$ cat src/rtl/game_sequencer.sv
// Breakout game controller: walks IDLE -> SERVE -> PLAY -> GAME_OVER/WIN on
// frame timing, keeps lives and a saturating 4-digit BCD score.
module game_sequencer #(
    parameter int LIVES        = 3,
    parameter int SERVE_FRAMES = 120,
    parameter int HOLD_FRAMES  = 180
) (
    input  logic        clk,
    input  logic        rst,
    input  logic        frame_pulse,
    input  logic        btn_select,
    input  logic        ball_lost,
    input  logic        block_hit,
    input  logic        all_cleared,
    output logic [2:0]  state,
    output logic [2:0]  lives,
    output logic [15:0] score,
    output logic        ball_hold,
    output logic        launch,
    output logic        field_reset,
    output logic        paddle_en
);

    typedef enum logic [2:0] {
        S_IDLE  = 3'd0,
        S_SERVE = 3'd1,
        S_PLAY  = 3'd2,
        S_OVER  = 3'd3,
        S_WIN   = 3'd4
    } state_t;

    state_t      state_q;
    state_t      state_d;
    logic        sel_q;
    logic        sel_edge;
    logic [7:0]  frame_cnt;
    logic        serve_done;
    logic        hold_done;

    logic [2:0]  lives_q;
    logic [2:0]  lives_d;
    logic [15:0] score_q;
    logic [15:0] score_d;
    logic        launch_q;
    logic        launch_d;
    logic        field_reset_q;
    logic        field_reset_d;
    logic        ball_hold_q;
    logic        ball_hold_d;
    logic        paddle_en_q;
    logic        paddle_en_d;

    // Digit-wise BCD increment; 9999 is the ceiling and does not wrap.
    function automatic logic [15:0] bcd_inc(input logic [15:0] v);
        logic [15:0] r;
        logic        carry;
        r     = v;
        carry = 1'b1;
        if (v != 16'h9999) begin
            for (int i = 0; i < 4; i++) begin
                if (carry) begin
                    if (v[i*4 +: 4] == 4'd9) begin
                        r[i*4 +: 4] = 4'd0;
                    end else begin
                        r[i*4 +: 4] = v[i*4 +: 4] + 4'd1;
                        carry       = 1'b0;
                    end
                end
            end
        end
        return r;
    endfunction

    assign sel_edge   = btn_select & ~sel_q;
    assign serve_done = frame_pulse && (frame_cnt == 8'(SERVE_FRAMES - 1));
    assign hold_done  = frame_pulse && (frame_cnt == 8'(HOLD_FRAMES - 1));

    // State register
    always_ff @(posedge clk or posedge rst) begin
        if (rst) begin
            state_q <= S_IDLE;
        end else begin
            state_q <= state_d;
        end
    end

    // Next-state logic
    always_comb begin
        state_d = state_q;
        case (state_q)
            S_IDLE: begin
                if (sel_edge) state_d = S_SERVE;
            end
            S_SERVE: begin
                if (sel_edge || serve_done) state_d = S_PLAY;
            end
            S_PLAY: begin
                if (all_cleared) begin
                    state_d = S_WIN;
                end else if (ball_lost) begin
                    state_d = (lives_q <= 3'd1) ? S_OVER : S_SERVE;
                end
            end
            S_OVER, S_WIN: begin
                if (hold_done) state_d = S_IDLE;
            end
            default: state_d = S_IDLE;
        endcase
    end

    // Output logic: next values for the registered outputs
    always_comb begin
        lives_d       = lives_q;
        score_d       = score_q;
        launch_d      = 1'b0;
        field_reset_d = 1'b0;
        case (state_q)
            S_IDLE: begin
                if (sel_edge) begin
                    lives_d       = 3'(LIVES);
                    score_d       = 16'h0000;
                    field_reset_d = 1'b1;
                end
            end
            S_SERVE: begin
                if (state_d == S_PLAY) launch_d = 1'b1;
            end
            S_PLAY: begin
                if (block_hit) score_d = bcd_inc(score_q);
                // A cleared field wins even if the ball drops in the same cycle.
                if (!all_cleared && ball_lost && lives_q != 3'd0) begin
                    lives_d = lives_q - 3'd1;
                end
            end
            default: ;
        endcase
        ball_hold_d = (state_d == S_SERVE);
        paddle_en_d = (state_d == S_SERVE) || (state_d == S_PLAY);
    end

    always_ff @(posedge clk or posedge rst) begin
        if (rst) begin
            lives_q       <= 3'd0;
            score_q       <= 16'h0000;
            launch_q      <= 1'b0;
            field_reset_q <= 1'b0;
            ball_hold_q   <= 1'b0;
            paddle_en_q   <= 1'b0;
        end else begin
            lives_q       <= lives_d;
            score_q       <= score_d;
            launch_q      <= launch_d;
            field_reset_q <= field_reset_d;
            ball_hold_q   <= ball_hold_d;
            paddle_en_q   <= paddle_en_d;
        end
    end

    // Button held through reset must not look like a fresh press.
    always_ff @(posedge clk or posedge rst) begin
        if (rst) begin
            sel_q <= 1'b1;
        end else begin
            sel_q <= btn_select;
        end
    end

    // Frame pulses landing on a state entry are dropped by the clear.
    always_ff @(posedge clk or posedge rst) begin
        if (rst) begin
            frame_cnt <= 8'd0;
        end else if (state_d != state_q) begin
            frame_cnt <= 8'd0;
        end else if (frame_pulse && frame_cnt != 8'hFF) begin
            frame_cnt <= frame_cnt + 8'd1;
        end
    end

    assign state       = state_q;
    assign lives       = lives_q;
    assign score       = score_q;
    assign ball_hold   = ball_hold_q;
    assign launch      = launch_q;
    assign field_reset = field_reset_q;
    assign paddle_en   = paddle_en_q;

endmodule

$ cat config.mk
export PLATFORM = sky130hd
export DESIGN_NAME = game_sequencer
export DESIGN_NICKNAME = d
export VERILOG_FILES = /design/src/rtl/game_sequencer.sv
export SDC_FILE = /design/constraint.sdc
export NUM_CORES = 1
export LEC_CHECK = 0
export CELL_PAD_IN_SITES_DETAIL_PLACEMENT = 2
export CELL_PAD_IN_SITES_GLOBAL_PLACEMENT = 2
export CORE_ASPECT_RATIO = 1.75
export CORE_MARGIN = 2
export CORE_UTILIZATION = 35
export DETAILED_ROUTE_END_ITERATION = 12
export GPL_TIMING_DRIVEN = 0
export PLACE_DENSITY = 0.87
export SYNTH_ARGS = -nofsm -noshare
export SYNTH_HDL_FRONTEND = slang
export SYNTH_SLANG_ARGS = --single-unit
$ cat constraint.sdc
create_clock -name clk -period 6.1 [get_ports clk]
set_clock_uncertainty 0.2 [all_clocks]
set_input_delay 0.915 -clock clk [delete_from_list [all_inputs] [get_ports clk]]
set_output_delay 0.915 -clock clk [all_outputs]
set_load 0.02 [all_outputs]
==> impl_metrics.toml <==
[status]
status = "finished clean"

[sta]
slew_violations = 0
layout_min_cycle_time_ns = 3.110
fin_setup_tns_ns = 0
rsz0062_at_grt = "no"
slew_headroom = 0.4785
final.setup.worst_slack_ns = 2.990
max_freq_mhz = 321.6
fin_crit_sh = 0.5098
setup_viol = 0
hold_violations = 0
tightestPinTransition_ns = 0.7811

[setup_path]
r2r-start = "state[2]$_DFF_PP0_"
reg2reg_setup_slack_ns = 3.57
worst_ep_arrival_time_ns = 3.09
crit_type = "in -> reg"
required_ns = 6.08
start_kind = "primary input"
rr_endpoint = "score[4]$_DFFE_PP0P_"
worstRegToRegCells = 5
setup.worst_path.end_class = "flip-flop"
cp_max_fo = 7

[cts]
cts_sinks = 35
ctsHoldBuffers = 0
h-tree-depth = 2
cts_tree = "done"
root_buffer = "clkbuf_8"
postCtsResizedCells = 0
cts_setup_buffers = 0
cts_buffer_depth = 2
path_clk_slew_ns = 0.07
clock_latency_ns = 0.29
cts_buffers = 5

[logic_synthesis]
synth_top_area_share = 0.4208
synth_edf_count = 0
syn_nets = 229
synth_common_cells = "34 x dfrtp_1, 26 x nor2_1, 17 x o21ai_0"
synthArstFlopShare = 1.000
yosysTopAreaCell = "dfrtp_1"
postSynthAreaPerCell_um2 = 9.628
mappedNetlistArea_um2 = 2022
synth_area_leaders = "dfrtp_1 42%, ha_1 7.4%, nor2_1 4.8%"
synth_cell_types = 52
seq_area_frac_synth = 0.4338
synthFlopType = "dfrtp_1"
yosysMostFrequentCell = "dfrtp_1"
synth-seq-cells = 35
yosysWarnings = 0
synthCells = 210

[die]
die_area_um2 = 6425
start_util = 0.3620
die_w_um = 61.46
core_region_area_um2 = 5585
num_rows = 36
io_pins = 33
fp.dieH_um = 104.5

[power]
power.total_uw = 958.6
combinationalPowerShare = 0.466
p_seq_frac = 0.363
intPower_uw = 548.4
ir_worst_vdd_v = 0.0002494
power.share.clock = 0.171
p_leak_nw = 1.093
switching_share = 0.4279
switching_power_uw = 410.2
p_per_area_nw_per_um2 = 380.6

[hold_path]
hold_depth = 1
hold_start = "score[11]$_DFFE_PP0P_"
hp-class = "reg -> reg"
min_to = "score[11]$_DFFE_PP0P_"

[layout]
nets = 268
diodes = 0
layoutNonFillerInstCount = 326
drive_gt1_frac = 0.09200
syn2layout_area_growth_pct = 24.57

[drt]
drc_errors = 0
drt_iter0_markers = 37
viasPerCell = 5.399
dr.pass1.iters = 4
routedWlPerCell_um = 17.73
antenna_left = 0
via_count = 1760
wirelength_mm = 5.780

[placement]
dpl.hpwl_mm = 4.268
post-place-cells = 318
io_buffers = 32
gp_congestion = 0.7934
post-place-ws_ns = 2.697

[run]
maxCapViolCount = 0

[grt]
track_usage = 0.1988
antenna_found_initial = 0
grt_pass1_vias = 1940
grt_max_degree = 36
grt.overflow.total = 0
grt_pass1_wl_mm = 9.632
[worst max-delay path, cell delays in order]
cell,delay [ns]
clkdlybuf4s50_1,0.48
nand2b_1,0.09
nand3b_1,0.30
inv_1,0.32
a2bb2oi_1,0.57
mux2_2,0.40
[per-layer routing]
metal  up-vias  global-route usage  routed length [um]
met1       900              0.2178                2174
met5         -                   0                   0
met4         0             0.06535                 114
met2        25              0.3670                3372
li1        828                   -                   -
met3         7             0.02970                 118
[state kept, by name, indices dropped and copies added, names as in the netlist, 3 cells and up]
name,flops
state,3
frame_cnt,8
score,16
lives,3
[cell type report]
class,count,area [um2]
fill,635,3067
clock buffer,7,76.32
buffer,5,27.53
timing repair buffer,32,320.3
inverter,12,45.04
sequential,35,877.1
tap,76,95.09
clock inverter,1,5.005
multi-input combinational,158,1072
[cells in the final DEF, fill, tap and decap left out, types with 3 or more instances in the layout]
cell type / Yosys / routed
nand3_1: 15 / 15
ha_1: 12 / 12
and3_1: 5 / 5
a21oi_1: 5 / 5
nand4_1: 3 / 3
inv_1: 12 / 11
nand3b_1: 5 / 5
and4b_1: 3 / 3
clkdlybuf4s50_1: 0 / 32
o41ai_1: 3 / 3
nor2_1: 26 / 26
clkbuf_1: 3 / 5
mux2i_1: 3 / 3
a31oi_1: 4 / 4
or2_2: 3 / 3
dfrtp_1: 34 / 34
nand2_1: 15 / 15
o21ai_0: 17 / 17
clkbuf_8: 0 / 5
xor2_1: 3 / 3
[per-stage QoR]
step | area, um2 | hold WS [ns] | util
2_1_floorplan | 2022 | 0.3087 | -
3_3_place_gp | 2437 | 0.3059 | 0.4364
3_5_place_dp | 2437 | 0.3211 | 0.4364
4_1_cts | 2519 | 0.3304 | 0.4509
5_1_grt | 2519 | 0.3552 | 0.4509
6_report | 2519 | 0.3241 | 0.4509
[kinds of logic (layout without fill, tap and decap cells)]
group / Yosys count / count (layout) / share of synthesized area
compound gates: 46 / 46 / 0.1634
xor+xnor: 4 / 4 / 0.01733
fa+ha+maj: 12 / 12 / 0.07426
buf+inv: 17 / 57 / 0.03589
flops: 35 / 35 / 0.4338
mux: 5 / 5 / 0.02784
simple gates: 91 / 91 / 0.2475
[power groups by stage]
stage               Clock, mW  Combinational, mW  Sequential (mW)
global placement            0              0.426            0.348
CTS                     0.169              0.456            0.348
floorplan                   0              0.252            0.375
detailed placement          0              0.449            0.352
global route            0.179              0.495            0.356
finish                  0.164              0.447            0.348
[worst max path at each step]
stage | from | endpoint | slack, ns
6_report | btn_select | score[4]$_DFFE_PP0P_ | 2.99
5_1_grt | btn_select | score[4]$_DFFE_PP0P_ | 2.87
4_1_cts | btn_select | score[4]$_DFFE_PP0P_ | 2.97
3_5_place_dp | btn_select | score[4]$_DFFE_PP0P_ | 2.70
3_3_place_gp | btn_select | score[4]$_DFFE_PP0P_ | 2.74
2_1_floorplan | btn_select | frame_cnt[2]$_DFFE_PP0P_ | 3.59
Power figures use the tool's default switching activity.
==> patch 1: new RTL, same flow settings <==
Put one more register stage on the output `score`, without a reset. The value now appears one clock later. The other outputs are not delayed to match.
--- a/src/rtl/game_sequencer.sv
+++ b/src/rtl/game_sequencer.sv
@@ -180,3 +180,5 @@
     assign lives       = lives_q;
-    assign score       = score_q;
+    always_ff @(posedge clk) begin
+        score <= score_q;
+    end
     assign ball_hold   = ball_hold_q;
Check against the original RTL: not equivalent (a bounded check fails within 10 cycles, from zero or initial values and one cycle with rst high).
==> patch 1 against the original RTL <==
  * Setup slack better by 0.091 ns
  * Power is 13% higher
  * Critical path depth is 1 higher
  * Final cell count is 8.9% higher
  * Final area is 16% higher
  * Worst hold slack worse by 0.096 ns
  * Sequential cell count is 16 higher
  * Synthesized cell count is 11% higher
  * Core utilization is 0.32 points lower
  * Synthesized area is 16% higher
  * Wire length is 8.3% higher
  * Highest routed layer unchanged
==> patch 1: results (changes against the original RTL) <==
| Metric | Value |
|---|---|
| HP Class | `register to register` |
| Initial antenna violation count | `0 (unchanged)` |
| Gp weighted congestion | `0.748 (-5.8%)` |
| Seq/Total Area, Yosys | `0.509 (+0.0747)` |
| Root Buffer | `clkbuf_16` |
| Post-CTS sizing | `0 (unchanged)` |
| DR pass1 iterations | `4 (unchanged)` |
| Routed vias | `1922 (+9.2%)` |
| Worst VDD drop | `0.000217 V (-13%)` |
| Worst r2r src | `state[2]` |
| Share of cells above drive strength 1 | `0.0842 (-0.00775)` |
| Commonest cells in the netlist | `34 x dfrtp_1, 23 x nand2_1, 22 x nor2_1, 16 x dfxtp_1, 15 x o21ai_0` |
| Syn nets | `253 (+10%)` |
| Synth unique cells | `56 (+7.7%)` |
| Area contributors post-synth | `dfrtp_1 36%, dfxtp_1 14%, ha_1 6.4%` |
| Pleak | `1.25 nW (+14%)` |
| Clk Latency, worst-skew pair | `0.29 ns (about the same)` |
| Drt initial violations | `57 (+54%)` |
| N_diodes | `0 (unchanged)` |
| Status | `completed` |
| CP Max Fanout | `8 (+1)` |
| Total CTS buffers | `5 (unchanged)` |
| Vias per inst | `5.41 (+0.28%)` |
| Drt wl/cell | `17.6 microns (-0.51%)` |
| Syn avg cell area | `10.1 sq um (+4.5%)` |
| Vias in the first global route | `2211 (+14%)` |
| Worst EP arrival | `2.99 ns (-0.10 ns)` |
| Switching portion of total power | `0.356 (-0.0723)` |
| First-pass GRT wire length | `10.9 mm (+13%)` |
| Htree depth | `2 (unchanged)` |
| NumNets Final | `291 (+8.6%)` |
| Crit path launch | `btn_select` |
| GR Overflow Total | `0 (unchanged)` |
| Biggest registers after layout | `score: 16 flops, score_q: 16 flops, frame_cnt: 8 flops` |
| YS warnings | `0 (unchanged)` |
| Total GRT Usage | `0.188 (-0.0104)` |
| Post-synth ARST share | `0.686 (-0.314)` |
| Clk buf depth | `2 (unchanged)` |
| DP Cell Count | `347 (+9.1%)` |
| Pin count of the biggest net entering global routing | `36 (unchanged)` |
| Worst Hold Launch | `score_q[15]` |
| Hpwl dp | `4.62 mm (+8.3%)` |
| Port Buffers | `31 (-3.1%)` |
| CTS clk-pin slew, worst paths | `0.06 ns` |
| Rel. slew slack | `0.351 (-0.127)` |
| # Post-CTS Setup Buffers | `0 (unchanged)` |
==> patch 1: cell types whose count changed after synthesis, moves of 3 or more <==
cell,before,now
a211oi_1,0,3
a21oi_1,5,10
a41oi_1,0,3
and4b_1,3,0
dfxtp_1,0,16
mux2i_1,3,0
nand2_1,15,23
nand3_1,15,6
nor2_1,26,22
nor3_1,1,6
==> patch 1: cells by family (layout without fill, tap and decap cells) <==
kind of cell    Yosys count  after routing  share of synthesized area
simple gates             93             93                      0.215
xor+xnor                  4              4                     0.0149
buf+inv                  20             59                     0.0361
compound gates           52             52                      0.152
mux                       2              2                    0.00956
flops                    51             51                      0.509
fa+ha+maj                12             12                     0.0638
==> patch 1: final timing paths <==
check                           slack (ns)  cells after the start           to
worst max-delay path                  3.08                      7   score_q[5]
worst min-delay path                  0.23                      0    score[15]
worst max register to register        3.56                      6   score_q[7]
worst min register to register        0.23                      0    score[15]
max in group asynchronous             4.29                      2  score_q[10]
min in group asynchronous             0.90                      2  score_q[13]
==> patch 1: metrics by stage <==
stage | instance area, sq um | hold WS (ns) | setup slack, ns
finish | 2930 | 0.229 | 3.08
CTS | 2930 | 0.230 | 3.07
global route | 2930 | 0.247 | 3.00
global placement | 2770 | 0.205 | 2.76
floorplan | 2350 | 0.177 | 3.59
detailed placement | 2770 | 0.219 | 2.77
==> patch 1: routing by layer <==
layer / GRT usage / up-vias / part of all wire
li1: - / 904 / -
met1: 0.195 / 988 / 0.37
met2: 0.368 / 21 / 0.60
met3: 0.0341 / 9 / 0.019
met4: 0.0544 / 0 / 0.016
met5: 0 / - / 0
==> patch 1: critical path, stage by stage <==
cell             delay (ns)
clkdlybuf4s50_1        0.48
nand2b_1               0.13
or4_4                  0.49
clkinv_1               0.19
a21oi_1                0.16
a21oi_2                0.27
mux2_2                 0.36
==> patch 1: area by class of cell <==
| cell class | instances | area, sq um |
|---|---|---|
| plain buffers | 6 | 32.5 |
| clock buffers | 7 | 153 |
| clock inverters | 1 | 7.51 |
| fillers | 702 | 3610 |
| inverters | 14 | 52.6 |
| multi-input cells | 163 | 1070 |
| flip-flops and latches | 51 | 1200 |
| well taps | 82 | 103 |
| repair buffers | 31 | 310 |
==> patch 1: power by group through the flow <==
stage               Combinational [mW]  Clock [mW]  Sequential (mW)
floorplan                        0.198           0            0.455
global placement                 0.351           0            0.427
detailed placement               0.367           0            0.430
CTS                              0.372       0.305            0.423
global route                     0.403       0.319            0.430
finish                           0.367       0.296            0.422
==> patch 2: new RTL, same settings <==
Without the edit above. Change the parameter `SERVE_FRAMES` from 120 to 60.
--- a/src/rtl/game_sequencer.sv
+++ b/src/rtl/game_sequencer.sv
@@ -4,3 +4,3 @@
     parameter int LIVES        = 3,
-    parameter int SERVE_FRAMES = 120,
+    parameter int SERVE_FRAMES = 60,
     parameter int HOLD_FRAMES  = 180
Formal check against the unedited RTL: same outputs for any inputs over 10 cycles, from zero or initial values and one cycle with rst high; that may be too few to reach the edited logic, so the function may still have changed.
==> patch 2 against the original RTL <==
  * Synthesized area down 2.4%
  * Setup slack lost 0.038 ns
  * Final area is 0.84% lower
  * Wire length down 3.3%
  * Maximum frequency decreased by 1.2%
  * Highest routed layer unchanged
  * Sequential cell count is the same
  * Power down 0.18%
  * Worst hold slack improved by 0.013 ns
  * Die area fell by 2.3%
  * Largest cell class unchanged
  * First-iteration DRC count down 30%
  * Register-to-register slack hardly changed
  * Clock power grew 2%
==> patch 2: results (changes against the original RTL) <==
| Metric | Value |
|---|---|
| Drt initial violations | `26 (-30%)` |
| Area contributors post-synth | `dfrtp_1 43%, ha_1 7.6%, nor2_1 4.8%` |
| CTS clk-pin slew, worst paths | `0.08 ns` |
| Filler cells | `617 (-2.8%)` |
| Share of cells above drive strength 1 | `0.0735 (-0.0185)` |
| NumNets Final | `263 (-1.9%)` |
| Pleak | `1.07 nW (-2.1%)` |
| Synth unique cells | `45 (-13%)` |
| DR pass1 iterations | `4 (unchanged)` |
| YS warnings | `0 (unchanged)` |
| HP Class | `register to register` |
| CP Max Fanout | `8 (+1)` |
| Pin count of the biggest net entering global routing | `21 (-42%)` |
| Root Buffer | `clkbuf_8` |
| Post-synth ARST share | `1.00 (unchanged)` |
| Clk Latency, worst-skew pair | `0.29 ns (about the same)` |
| Max reg flops | `16 (unchanged)` |
| Final Max Tran Viols | `0 (unchanged)` |
| Port Buffers | `32 (unchanged)` |
| First-pass GRT wire length | `9.40 mm (-2.4%)` |
| Clk buf depth | `2 (unchanged)` |
| Initial antenna violation count | `0 (unchanged)` |
| Gp weighted congestion | `0.769 (-3.1%)` |
| Status | `completed` |
| Worst VDD drop | `0.000126 V (-49%)` |
| Commonest cells in the netlist | `34 x dfrtp_1, 25 x nor2_1, 14 x nand2_1, 12 x ha_1, 12 x o21ai_0` |
| N_diodes | `0 (unchanged)` |
| Vias in the first global route | `1864 (-3.9%)` |
| Htree depth | `2 (unchanged)` |
| Seq/Total Area, Yosys | `0.445 (+0.0107)` |
| Hpwl dp | `4.20 mm (-1.6%)` |
| Rel. slew slack | `0.429 (-0.0496)` |
| Vias per inst | `5.40 (+0.12%)` |
| Post-CTS sizing | `0 (unchanged)` |
| Total GRT Usage | `0.202 (+0.00311)` |
| Total CTS buffers | `5 (unchanged)` |
| Syn nets | `223 (-2.6%)` |
| # Post-CTS Setup Buffers | `0 (unchanged)` |
| Worst EP arrival | `3.15 ns (+0.06 ns)` |
| Final wirelength | `5.59 mm (-3.3%)` |
-- patch 2: cell count changes after synthesis, sizes merged, moves of 4 or more --
cell,before,now
a21oi,5,9
a31oi,4,0
and3,5,1
nand3,15,10
nor3,2,8
o21ai,18,12
-- patch 2: cell families (layout without fill, tap and decap cells) --
| logic type | after synthesis | count (layout) | synth area share |
|---|---|---|---|
| multiplexers | 6 | 6 | 0.0349 |
| adder cells (fa/ha/maj) | 12 | 12 | 0.0761 |
| AND/OR/NAND/NOR | 87 | 87 | 0.238 |
| XOR/XNOR | 6 | 6 | 0.0266 |
| buffers and inverters | 14 | 55 | 0.0273 |
| flip-flops | 35 | 35 | 0.445 |
| AO/OA/AOI/OAI | 44 | 44 | 0.153 |
-- patch 2: where the power goes --
part	total, mW	internal [mW]	switching, mW
Clock	0.168	0.0802	0.0881
Sequential	0.349	0.286	0.0633
Combinational	0.439	0.183	0.257
-- patch 2: path summary, 6_finish.rpt --
kind | slack (ns) | start | end | depth (start not counted)
setup reg to reg | 3.58 | score[8] | score[10] | 6
hold / removal | 0.34 | lives[0] | lives[0] | 1
min in group asynchronous | 0.90 | rst | lives[0] | 2
hold reg to reg | 0.34 | lives[0] | lives[0] | 1
max in group asynchronous | 4.23 | rst | frame_cnt[1] | 3
setup / recovery | 2.95 | btn_select | frame_cnt[2] | 6
-- patch 2: per-layer routing --
metal / part of all wire / track usage / vias to the layer above
met2: 0.59 / 0.386 / 32
met5: 0 / 0 / -
met4: 0.021 / 0.0769 / 0
li1: - / - / 812
met3: 0.026 / 0.0311 / 10
met1: 0.36 / 0.211 / 881
-- patch 2: cell type report --
type	count	area (sq um)	share of cell area
repair buffers	33	348	0.139
well taps	76	95.1	0.0381
inverters	9	33.8	0.0135
plain buffers	5	20.0	0.00802
flip-flops and latches	35	877	0.351
multi-input cells	155	1040	0.417
clock inverters	1	5.00	0.00200
clock buffers	7	76.3	0.0306
-- patch 2: through the flow --
| step | setup slack (ns) | instances | area (sq um) | util |
|---|---|---|---|---|
| finish | 2.95 | 321 | 2500 | 0.454 |
| floorplan | 3.46 | 204 | 1970 | - |
| CTS | 2.92 | 321 | 2500 | 0.454 |
| detailed placement | 2.63 | 313 | 2420 | 0.440 |
| global placement | 2.62 | 312 | 2390 | 0.435 |
| global route | 2.76 | 321 | 2500 | 0.454 |
-- patch 2: worst max-delay path: stages --
cell and delay, ns:
clkdlybuf4s50_1 0.50, or3b_1 0.39, nor3_1 0.48, a2111o_1 0.31, mux2_4 0.37, a211oi_1 0.18
